## src/rtl/ecc_regs_pkg.sv

```systemverilog
// Shared definitions for the ECC controller APB register file: register
// byte offsets, operation FSM encoding, STATUS bit positions and CTRL modes.
package ecc_regs_pkg;

    // Byte offsets inside the 32-byte register window (PADDR[4:0]).
    localparam logic [4:0] CTRL_OFS     = 5'h00;
    localparam logic [4:0] DATA_IN_OFS  = 5'h04;
    localparam logic [4:0] CW_OFS       = 5'h08;
    localparam logic [4:0] NOISE_OFS    = 5'h0C;
    localparam logic [4:0] DATA_OUT_OFS = 5'h10;
    localparam logic [4:0] NUM_ERR_OFS  = 5'h14;
    localparam logic [4:0] STATUS_OFS   = 5'h18;
    localparam logic [4:0] RSVD_OFS     = 5'h1C;

    // STATUS register bit positions.
    localparam int STAT_BUSY    = 0;
    localparam int STAT_DONE    = 1;
    localparam int STAT_TIMEOUT = 2;
    localparam int STATUS_W     = 3;

    typedef enum logic [1:0] {
        OP_IDLE  = 2'd0,
        OP_START = 2'd1,
        OP_BUSY  = 2'd2
    } op_state_e;

    // CTRL[1:0] operating modes; MODE_RSVD is stored but never starts an operation.
    typedef enum logic [1:0] {
        MODE_ENC  = 2'd0,
        MODE_DEC  = 2'd1,
        MODE_FULL = 2'd2,
        MODE_RSVD = 2'd3
    } ctrl_mode_e;

endpackage

```

## src/rtl/ecc_apb_regfile_if.sv

```systemverilog
// APB3 bus bundle between a host master and the ECC register file slave.
interface ecc_apb_regfile_if #(
    parameter int ADDR_W    = 8,
    parameter int AMBA_WORD = 32
);
    logic [ADDR_W-1:0]    PADDR;
    logic                 PSEL;
    logic                 PENABLE;
    logic                 PWRITE;
    logic [AMBA_WORD-1:0] PWDATA;
    logic [AMBA_WORD-1:0] PRDATA;
    logic                 PREADY;
    logic                 PSLVERR;

    modport master (
        output PADDR, PSEL, PENABLE, PWRITE, PWDATA,
        input  PRDATA, PREADY, PSLVERR
    );

    modport slave (
        input  PADDR, PSEL, PENABLE, PWRITE, PWDATA,
        output PRDATA, PREADY, PSLVERR
    );
endinterface

```

## src/rtl/ecc_op_tracker.sv

```systemverilog
// Operation tracker: IDLE -> START -> BUSY -> IDLE sequencing, the
// watchdog counter, done/timeout flags and capture of controller results.
module ecc_op_tracker
    import ecc_regs_pkg::*;
#(
    parameter int DATA_WIDTH = 32,
    parameter int TIMEOUT    = 64
) (
    input  logic                  clk,
    input  logic                  reset,
    input  logic                  start_i,
    input  logic                  operation_done_i,
    input  logic [DATA_WIDTH-1:0] data_out_i,
    input  logic [1:0]            num_of_errors_i,
    output logic                  ctrl_ready_o,
    output logic                  idle_o,
    output logic [STATUS_W-1:0]   status_o,
    output logic [DATA_WIDTH-1:0] result_o,
    output logic [1:0]            errors_o
);

    localparam int CNT_W = $clog2(TIMEOUT + 1);

    op_state_e             state_q, state_d;
    logic [CNT_W-1:0]      cnt_q, cnt_d;
    logic                  done_q, done_d;
    logic                  tmo_q, tmo_d;
    logic [DATA_WIDTH-1:0] result_q, result_d;
    logic [1:0]            errors_q, errors_d;

    // Next-state logic; BUSY lasts at most TIMEOUT cycles, and a completion on the final one beats the timeout.
    always_comb begin
        // NOTE: every _d starts as its _q so no branch can leave a latch behind.
        state_d  = state_q;
        cnt_d    = cnt_q;
        done_d   = done_q;
        tmo_d    = tmo_q;
        result_d = result_q;
        errors_d = errors_q;
        unique case (state_q)
            OP_IDLE: begin
                if (start_i) state_d = OP_START;
            end
            OP_START: begin
                done_d  = 1'b0;
                tmo_d   = 1'b0;
                cnt_d   = CNT_W'(TIMEOUT);
                state_d = OP_BUSY;
            end
            OP_BUSY: begin
                if (operation_done_i) begin
                    result_d = data_out_i;
                    errors_d = num_of_errors_i;
                    done_d   = 1'b1;
                    state_d  = OP_IDLE;
                end else if (cnt_q == CNT_W'(1)) begin
                    // Counter would reach zero this cycle: give up, keep old results.
                    cnt_d   = '0;
                    tmo_d   = 1'b1;
                    state_d = OP_IDLE;
                end else begin
                    cnt_d = cnt_q - CNT_W'(1);
                end
            end
            default: state_d = OP_IDLE;
        endcase
    end

    // State and result registers.
    always_ff @(posedge clk or negedge reset) begin
        // NOTE: non-blocking updates with an asynchronous reset; CTRL_ready falls the moment reset asserts.
        if (!reset) begin
            state_q  <= OP_IDLE;
            cnt_q    <= '0;
            done_q   <= 1'b0;
            tmo_q    <= 1'b0;
            result_q <= '0;
            errors_q <= '0;
        end else begin
            state_q  <= state_d;
            cnt_q    <= cnt_d;
            done_q   <= done_d;
            tmo_q    <= tmo_d;
            result_q <= result_d;
            errors_q <= errors_d;
        end
    end

    assign ctrl_ready_o = (state_q == OP_START);
    assign idle_o       = (state_q == OP_IDLE);
    assign result_o     = result_q;
    assign errors_o     = errors_q;

    // Host-visible status word.
    always_comb begin
        status_o               = '0;
        status_o[STAT_BUSY]    = (state_q != OP_IDLE);
        status_o[STAT_DONE]    = done_q;
        status_o[STAT_TIMEOUT] = tmo_q;
    end

endmodule

```

## src/rtl/ecc_apb_regfile.sv

```systemverilog
// APB slave register file in front of the ECC controller. Holds the config
// registers, decodes APB reads/writes and launches operations via the tracker.
// Optional feature: define ECC_PSLVERR_EN to report illegal accesses on PSLVERR.
module ecc_apb_regfile
    import ecc_regs_pkg::*;
#(
    parameter int AMBA_WORD  = 32,
    parameter int DATA_WIDTH = 32,
    parameter int ADDR_W     = 8,
    parameter int TIMEOUT    = 64
) (
    input  logic                  clk,
    input  logic                  reset,
    ecc_apb_regfile_if.slave      apb,
    output logic [AMBA_WORD-1:0]  CTRL,
    output logic [AMBA_WORD-1:0]  DATA_IN,
    output logic [AMBA_WORD-1:0]  CODEWORD_WIDTH,
    output logic [AMBA_WORD-1:0]  NOISE,
    output logic                  CTRL_ready,
    input  logic [DATA_WIDTH-1:0] data_out,
    input  logic                  operation_done,
    input  logic [1:0]            num_of_errors
);

    logic [4:0]            ofs;
    logic                  addr_ok, cfg_sel, setup, access, op_idle, wr_ok, start;
    logic [STATUS_W-1:0]   status;
    logic [DATA_WIDTH-1:0] result;
    logic [1:0]            errors;
    logic [AMBA_WORD-1:0]  rd_data;
    logic                  unused_addr_lsb;

    logic [AMBA_WORD-1:0] ctrl_q, ctrl_d, din_q, din_d, cw_q, cw_d, noise_q, noise_d;
    logic [AMBA_WORD-1:0] prdata_q, prdata_d;

    assign ofs             = {apb.PADDR[4:2], 2'b00};
    assign addr_ok         = (apb.PADDR[ADDR_W-1:5] == '0);
    assign cfg_sel         = ~apb.PADDR[4];
    assign unused_addr_lsb = ^apb.PADDR[1:0];
    assign setup           = apb.PSEL & ~apb.PENABLE;
    assign access          = apb.PSEL & apb.PENABLE;

    // Config writes only land while no operation is in flight.
    assign wr_ok = access & apb.PWRITE & addr_ok & cfg_sel & op_idle;
    assign start = wr_ok & (ofs == CTRL_OFS) & (apb.PWDATA[1:0] != MODE_RSVD);

    ecc_op_tracker #(
        .DATA_WIDTH (DATA_WIDTH),
        .TIMEOUT    (TIMEOUT)
    ) u_tracker (
        .clk              (clk),
        .reset            (reset),
        .start_i          (start),
        .operation_done_i (operation_done),
        .data_out_i       (data_out),
        .num_of_errors_i  (num_of_errors),
        .ctrl_ready_o     (CTRL_ready),
        .idle_o           (op_idle),
        .status_o         (status),
        .result_o         (result),
        .errors_o         (errors)
    );

    // Config register next-state from accepted APB writes.
    always_comb begin
        ctrl_d  = ctrl_q;
        din_d   = din_q;
        cw_d    = cw_q;
        noise_d = noise_q;
        if (wr_ok) begin
            case (ofs)
                CTRL_OFS:    ctrl_d  = apb.PWDATA;
                DATA_IN_OFS: din_d   = apb.PWDATA;
                CW_OFS:      cw_d    = apb.PWDATA;
                NOISE_OFS:   noise_d = apb.PWDATA;
                default:     ;
            endcase
        end
    end

    // Read mux; out-of-window addresses read as zero.
    always_comb begin
        rd_data = '0;
        if (addr_ok) begin
            case (ofs)
                CTRL_OFS:     rd_data = ctrl_q;
                DATA_IN_OFS:  rd_data = din_q;
                CW_OFS:       rd_data = cw_q;
                NOISE_OFS:    rd_data = noise_q;
                DATA_OUT_OFS: rd_data = AMBA_WORD'(result);
                NUM_ERR_OFS:  rd_data = AMBA_WORD'(errors);
                STATUS_OFS:   rd_data = AMBA_WORD'(status);
                default:      rd_data = '0;
            endcase
        end
    end

    // PRDATA is captured in the setup phase and held through the access phase.
    always_comb begin
        prdata_d = setup ? rd_data : prdata_q;
    end

    // Register bank and read-data register.
    always_ff @(posedge clk or negedge reset) begin
        if (!reset) begin
            ctrl_q   <= '0;
            din_q    <= '0;
            cw_q     <= '0;
            noise_q  <= '0;
            prdata_q <= '0;
        end else begin
            ctrl_q   <= ctrl_d;
            din_q    <= din_d;
            cw_q     <= cw_d;
            noise_q  <= noise_d;
            prdata_q <= prdata_d;
        end
    end

    assign CTRL           = ctrl_q;
    assign DATA_IN        = din_q;
    assign CODEWORD_WIDTH = cw_q;
    assign NOISE          = noise_q;

    assign apb.PRDATA = prdata_q;
    assign apb.PREADY = access;

`ifdef ECC_PSLVERR_EN
    // Flag out-of-window accesses, writes to read-only offsets, and config writes mid-operation.
    assign apb.PSLVERR = access & (~addr_ok | (apb.PWRITE & (~cfg_sel | ~op_idle)));
`else
    assign apb.PSLVERR = 1'b0;
`endif

endmodule
```

## src/flat_wrapper.sv

```systemverilog
// flat-port wrapper written by rule: the top's interface ports become plain ports
module ecc_apb_regfile_flat import ecc_regs_pkg::*;
#(
    parameter int AMBA_WORD  = 32,
    parameter int DATA_WIDTH = 32,
    parameter int ADDR_W     = 8,
    parameter int TIMEOUT    = 64
)
  (clk, reset, CTRL, DATA_IN, CODEWORD_WIDTH, NOISE, CTRL_ready, data_out, operation_done, num_of_errors, apb_PADDR, apb_PSEL, apb_PENABLE, apb_PWRITE, apb_PWDATA, apb_PRDATA, apb_PREADY, apb_PSLVERR);
  ecc_apb_regfile_if #(.ADDR_W(ADDR_W), .AMBA_WORD(AMBA_WORD)) apb_i ();
  input  logic clk;
  input  logic reset;
  output logic [AMBA_WORD-1:0] CTRL;
  output logic [AMBA_WORD-1:0] DATA_IN;
  output logic [AMBA_WORD-1:0] CODEWORD_WIDTH;
  output logic [AMBA_WORD-1:0] NOISE;
  output logic CTRL_ready;
  input  logic [DATA_WIDTH-1:0] data_out;
  input  logic operation_done;
  input  logic [1:0] num_of_errors;
  input wire logic [$bits(apb_i.PADDR)-1:0] apb_PADDR;
  input wire logic [$bits(apb_i.PSEL)-1:0] apb_PSEL;
  input wire logic [$bits(apb_i.PENABLE)-1:0] apb_PENABLE;
  input wire logic [$bits(apb_i.PWRITE)-1:0] apb_PWRITE;
  input wire logic [$bits(apb_i.PWDATA)-1:0] apb_PWDATA;
  output wire logic [$bits(apb_i.PRDATA)-1:0] apb_PRDATA;
  output wire logic [$bits(apb_i.PREADY)-1:0] apb_PREADY;
  output wire logic [$bits(apb_i.PSLVERR)-1:0] apb_PSLVERR;
  assign apb_i.PADDR = apb_PADDR;
  assign apb_i.PSEL = apb_PSEL;
  assign apb_i.PENABLE = apb_PENABLE;
  assign apb_i.PWRITE = apb_PWRITE;
  assign apb_i.PWDATA = apb_PWDATA;
  assign apb_PRDATA = apb_i.PRDATA;
  assign apb_PREADY = apb_i.PREADY;
  assign apb_PSLVERR = apb_i.PSLVERR;
  ecc_apb_regfile #(.AMBA_WORD(AMBA_WORD), .DATA_WIDTH(DATA_WIDTH), .ADDR_W(ADDR_W), .TIMEOUT(TIMEOUT)) u_core (.clk(clk), .reset(reset), .apb(apb_i), .CTRL(CTRL), .DATA_IN(DATA_IN), .CODEWORD_WIDTH(CODEWORD_WIDTH), .NOISE(NOISE), .CTRL_ready(CTRL_ready), .data_out(data_out), .operation_done(operation_done), .num_of_errors(num_of_errors));
endmodule
```

## config.mk

```make
export PLATFORM = sky130hd
export DESIGN_NAME = ecc_apb_regfile_flat
export DESIGN_NICKNAME = d
export VERILOG_FILES = /design/src/rtl/ecc_regs_pkg.sv /design/src/rtl/ecc_apb_regfile_if.sv /design/src/rtl/ecc_op_tracker.sv /design/src/rtl/ecc_apb_regfile.sv /design/src/flat_wrapper.sv
export SDC_FILE = /design/constraint.sdc
export NUM_CORES = 1
export LEC_CHECK = 0
export ABC_AREA = 1
export BUFFER_PORTS_ARGS = -buffer_cell sky130_fd_sc_hd__buf_4
export CORE_AREA = 2 2 172 208
export DETAILED_ROUTE_END_ITERATION = 7
export DIE_AREA = 0 0 174 210
export HOLD_SLACK_MARGIN = 0.1
export PLACE_DENSITY = 0.49
export REMOVE_ABC_BUFFERS = 1
export SLEW_MARGIN = 0
export SYNTH_ARGS = -nofsm -noshare
export SYNTH_HDL_FRONTEND = slang
export SYNTH_SLANG_ARGS = --single-unit
```

## constraint.sdc

```tcl
create_clock -name clk -period 2.3 [get_ports clk]
set_clock_uncertainty 0.15 [all_clocks]
set_input_delay 0.23 -clock clk [delete_from_list [all_inputs] [get_ports clk]]
set_output_delay 0.23 -clock clk [all_outputs]
set_load 0.02 [all_outputs]
```

* Word-level counts from Yosys, hierarchy flattened *
Index checks and enable logic that the tools add are counted.

storage, ports and cells
  bits of input ports = 80
  word-level logic and storage cells = 65
  output and inout bits = 163
  register bits = 205

operators by class
  muxes and demuxes = 14
  equality and inequality tests = 15
  reductions and logical operators = 14
  bitwise logic cells = 10
  add/sub/neg operators = 1

operator list
  kind                                               count
  case mux 32 bit (7 select lines)                   1
  2-to-1 mux 32 bit                                  1
  AND reduction 2 bit                                8
  2-to-1 mux 7 bit                                   2
  case mux 7 bit (2 select lines)                    1
  != test 2 bit (second input constant)              5
  == test 3 bit (second input constant)              3
  bitwise AND 1 bit                                  8
  == test 7 x 1 -> 1 bit (second input constant)     1
  subtractor 7 x 1 -> 7 bit (second input constant)  1
  == test 3 x 2 -> 1 bit (second input constant)     2
  2-to-1 mux 2 bit                                   3
  case mux 2 bit (3 select lines)                    1
  logical NOT 5 bit                                  1
  case mux 1 bit (2 select lines)                    2
  nonzero test 2 bit                                 2
  == test 3 x 1 -> 1 bit (second input constant)     1
  logical NOT 3 bit                                  1
  2-to-1 mux 1 bit                                   3
  != test 3 bit (second input constant)              1
  AND reduction 3 bit                                1
  == test 2 x 1 -> 1 bit (second input constant)     1
  == test 2 bit (second input constant)              1
  logical NOT 2 bit                                  1
  inverter 1 bit                                     2

* Logic depth before layout (Yosys ltp) *
  word-level depth = 9
  depth in mapped cells = 10
  depth with buffers taken out = 10

* Modules after synthesis *
From an unflattened synthesis, not the netlist that was laid out.

unflattened totals
  cell total of the unflattened synthesis = 1175
  area total of the unflattened synthesis = 9394.0 um2

by module, submodules not included
  module           cells each  area an instance (um2)  sequential area each (um2)  times used
  ecc_apb_regfile  948         7464.7                  4003.8                      1
  ecc_op_tracker   227         1929.4                  1126.1                      1

* Least setup slack after synthesis *
OpenSTA, ideal clock, no wires.

  kind = reg2reg
  from = register u_core.u_tracker.state_q[0]
  to = register u_core.ctrl_q[11] (netlist: u_core.CTRL[11])
  path slack = 0.594 ns
  data arrival time = 1.421 ns
  clock period less this slack = 1.706 ns
  stages on the path, launching flop included = 9
  buffers on the path = 1
  setup time = 0.134 ns
  required time = 2.016 ns
  cell sequence = dfrtp_1 inv_1 ha_1 nand3_1 nor2_4 nand3_2 clkbuf_1 nand2_1 o21ai_0

between the ends
  longest elaborated chain between the ends = 3

RTL lines
  element                               RTL line                RTL
  start: declaration                    ecc_op_tracker.sv:24    op_state_e state_q, state_d;
  start signal: assignment              ecc_op_tracker.sv:80    state_q <= state_d;
  logical NOT 2 bit                     ecc_op_tracker.sv:90    assign idle_o = (state_q == OP_IDLE);
  bitwise AND 1 bit                     ecc_apb_regfile.sv:44   assign wr_ok = access & apb.PWRITE & addr_ok & cfg_sel & op_idle;
  AND reduction 2 bit (no source line)  -
  end signal: assignment                ecc_apb_regfile.sv:112  ctrl_q <= ctrl_d;
  end: declaration                      ecc_apb_regfile.sv:33   logic [AMBA_WORD-1:0] ctrl_q, ctrl_d, din_q, din_d, cw_q, cw_d, noise_q, noise_d;

Every way passes these cells.
A chain may end at the register's enable or synchronous reset.

* Worst setup path in the final report *
  from = register u_core.u_tracker.state_q[1]
  to = register u_core.ctrl_q[28] (netlist: u_core.CTRL[28])

The elaborated chain is that of the path after synthesis.

==> impl_metrics.json <==
{
  "tritoncts": "built",
  "crit_path_max_fanout": 40,
  "worst_ep_required_time_ns": 2.52,
  "critical_path_cell_sequence": "inv_1 > ha_1 > nand3_1 > nor2_4 > nand3_2 > buf_4 > nand2_1 > o21ai_0",
  "crit_end_element": "flip-flop",
  "pwr-share-comb_pct": 18.3,
  "power.share.sequential_pct": 42.0,
  "post_synth_instance_area_sq_um": 8858,
  "routedWlPerCell_um": 17.17,
  "floorplan.initialDensity_pct": 25.65,
  "design.core.area_sq_um": 34530,
  "slew_headroom_pct": 62.96,
  "final-setup-viol-count": 0,
  "globalRoute.totalOverflow": 0,
  "synth_edf_count": 0,
  "setup.worst_path.start_class": "flip-flop",
  "p_switching_mw": 2.926,
  "rsz_0062_raised_after_global_routing": "no",
  "die-area_sq_um": 36540,
  "layout_worst_path_cycle_share_pct": 84.57,
  "post_synth.cell_area_avg_sq_um": 8.225,
  "report.final.slew_viol_count": 0,
  "hpwl_um": 20170,
  "ys_dominant_reg_cell": "sky130_fd_sc_hd__dfrtp_1",
  "port_buffers": 239,
  "ctsRootBufferMaster": "sky130_fd_sc_hd__clkbuf_16",
  "post-synth-top-count-cell": "sky130_fd_sc_hd__nand2_1",
  "post_synth_inst_count": 1077,
  "period_minus_slack_ns": 1.945,
  "final_core_utilization_pct": 37.35,
  "post_synthesis_cell_type_with_the_largest_combined_area": "sky130_fd_sc_hd__dfrtp_1",
  "largest_cells_by_area_after_synthesis": "sky130_fd_sc_hd__dfrtp_1, sky130_fd_sc_hd__nand2_1, sky130_fd_sc_hd__o21ai_0, sky130_fd_sc_hd__inv_1, sky130_fd_sc_hd__nand3_1",
  "maxCapViolations": 0,
  "critPathTopFamily": "simple AND/OR/NAND/NOR gates",
  "ctsLongestPathBuffers": 3,
  "initialDrtViolationCount": 494,
  "grt_first_pass_wirelength_um": 48670,
  "detail_routed_via_count_per_cell": 4.303,
  "worstMarginPinSlew_ns": 0.5536,
  "yosys_warnings": 0,
  "io-pin-count": 243,
  "share_of_synthesized_registers_carrying_an_async_set_or_reset_pct": 100.0,
  "drc": 0,
  "multi_input_comb_area_sq_um": 3244,
  "clock_sink_count": 205,
  "worst_ir_drop_vdd_mv": 0.5215,
  "dieHeight_um": 210,
  "power_switching_share_pct": 28.24,
  "grt_pass1_vias": 7989,
  "hold_path.class": "input pin to flip-flop",
  "layout.area.seq_sq_um": 5130,
  "synth-seq-area-share_pct": 57.91,
  "post_cts_hold_buffer_count": 70,
  "placementRows": 75,
  "cts_inserted_buffers": 24,
  "antenna_found_initial": 1,
  "crit_type": "flip-flop to flip-flop",
  "track_usage_pct": 17.38,
  "synth_common_cells": "sky130_fd_sc_hd__nand2_1, sky130_fd_sc_hd__dfrtp_1, sky130_fd_sc_hd__o21ai_0",
  "final_net_count": 1472,
  "place.detailed.instances": 1752,
  "via_count": 8026,
  "htree_levels": 1,
  "internal_power_mw": 7.435,
  "outcome": "completed",
  "areaGrowthSynthToFinish_pct": 45.59,
  "critPathSlowestCell": "sky130_fd_sc_hd__dfrtp_1",
  "postRouteWirelength_um": 32020,
  "drt_first_pass_iters": 4,
  "power_density_nw_per_um2": 803.4,
  "power.leakage_nw": 6.657,
  "count_of_buffering_cells_on_the_critical_path_with_inverters_included": 2,
  "cts.repair_timing.setup_buffer_count": 0,
  "hold_viol_final": 0,
  "clkTransAtPathRegs_ns": 0.06,
  "drive_above_1_share_pct": 23.04,
  "fp.dieW_um": 174,
  "fillerInstances": 3666,
  "synth.lib_cells_used.distinct": 23,
  "antenna_violating_nets_post_route": 0,
  "ys_seq_elements": 205,
  "place_congestion": 0.7481,
  "postCtsResizedCells": 0,
  "synth_top_area_share_pct": 57.91,
  "clock_power_share_pct": 39.7,
  "slowest_delay_ns": 0.40,
  "grt_max_degree": 68,
  "crit_arrival_ns": 2.17,
  "stdcell_count": 1865,
  "worstSkewPairLatency_ns": 0.51,
  "fmaxAchievable_mhz": 514.1
}
-- cell type report --
cell class	instances	area share, %
antenna	1	0.01940
clock buffer	38	5.927
clock inverter	4	0.7373
inverter	80	2.328
multi-input combinational	740	25.16
sequential	205	39.77
tap	462	4.482
timing repair buffer	335	21.58
-- layer usage --
metal  up-vias  routed length [um]  track usage, %
li1       4035                   -               -
met1      3770               14870           23.73
met4         0                 599           4.028
met3        37                1325           2.868
met2       184               15230           28.95
met5         -                   0               0
-- metrics by stage --
step	cell area (sq um)	worst slack [ns]	hold WS (ns)	setup TNS (ns)	total power, mW
detailed placement	11320	0.3701	-0.01720	0	6.222
finish	12900	0.3548	0.1328	0	10.36
global placement	11320	0.3988	-0.01729	0	6.189
CTS	12890	0.3411	0.1007	0	10.53
floorplan	8637	-0.1600	-0.2156	-3.783	5.402
global route	12900	0.1682	0.1721	0	10.96
-- worst min-delay path: stages --
cell and delay [ns]:
sky130_fd_sc_hd__buf_4 0.13, sky130_fd_sc_hd__nor2_1 0.10, sky130_fd_sc_hd__nand4_1 0.10, sky130_fd_sc_hd__nand2_1 0.08, sky130_fd_sc_hd__nand3_1 0.08, sky130_fd_sc_hd__nand2_1 0.05
-- final timing paths --
kind                                                     startpoint                                       end  slack (ns)  cells after the start
setup reg to reg            u_core.u_tracker.state_q[1]$_DFFE_PN0P_               u_core.CTRL[28]$_DFFE_PN0P_        0.35                      8
min in group asynchronous                                     reset               u_core.NOISE[2]$_DFFE_PN0P_        0.16                      3
setup / recovery            u_core.u_tracker.state_q[1]$_DFFE_PN0P_               u_core.CTRL[28]$_DFFE_PN0P_        0.35                      8
hold reg to reg            u_core.u_tracker.result_o[3]$_DFFE_PN0P_  u_core.u_tracker.result_o[3]$_DFFE_PN0P_        0.33                      2
hold / removal                                         apb_PADDR[2]   u_core.u_tracker.state_q[0]$_DFFE_PN0P_        0.13                      6
max in group asynchronous                                     reset            u_core.DATA_IN[24]$_DFFE_PN0P_        1.38                      3
-- layout by cell type, fill, tap and decap left out, drive strengths merged --
master and n:
buf 266, nand4 3, dfrtp 205, diode 1, clkbuf 38, nand2 453, inv 80, ha 6
nor2 23, and3 2, dlygate4sd3 69, bufinv 3, conb 1, nor3 2, o21ai 198, o22ai 1
nand3 46, a21oi 5, clkinv 1
-- sequential cells by signal, indices dropped and copies added, names as in the netlist --
register	count
u_core.u_tracker.tmo_q	1
u_core.u_tracker.result_o	32
u_core.u_tracker.cnt_q	7
u_core.apb.PRDATA	32
u_core.u_tracker.done_q	1
u_core.CTRL	32
u_core.DATA_IN	32
u_core.u_tracker.state_q	2
u_core.NOISE	32
u_core.CODEWORD_WIDTH	32
u_core.u_tracker.errors_o	2
-- kinds of logic (layout without fill, tap and decap cells) --
group	Yosys count	in the layout	synth area share, %
adder cells (fa/ha/maj)	6	6	0.8474
flip-flops	205	205	57.91
other	1	2	0.04233
AND/OR/NAND/NOR	529	529	23.77
buffers and inverters	132	457	5.890
AO/OA/AOI/OAI	204	204	11.54
-- power groups by stage --
stage | registers [mW] | clock network (mW) | logic (mW)
after floorplan | 4.50 | 0 | 0.902
after global placement | 4.40 | 0 | 1.78
after detailed placement | 4.41 | 0 | 1.81
after CTS | 4.35 | 4.25 | 1.93
after global routing | 4.41 | 4.40 | 2.16
final | 4.35 | 4.11 | 1.90
No activity file was read; power rests on OpenSTA's default activity.
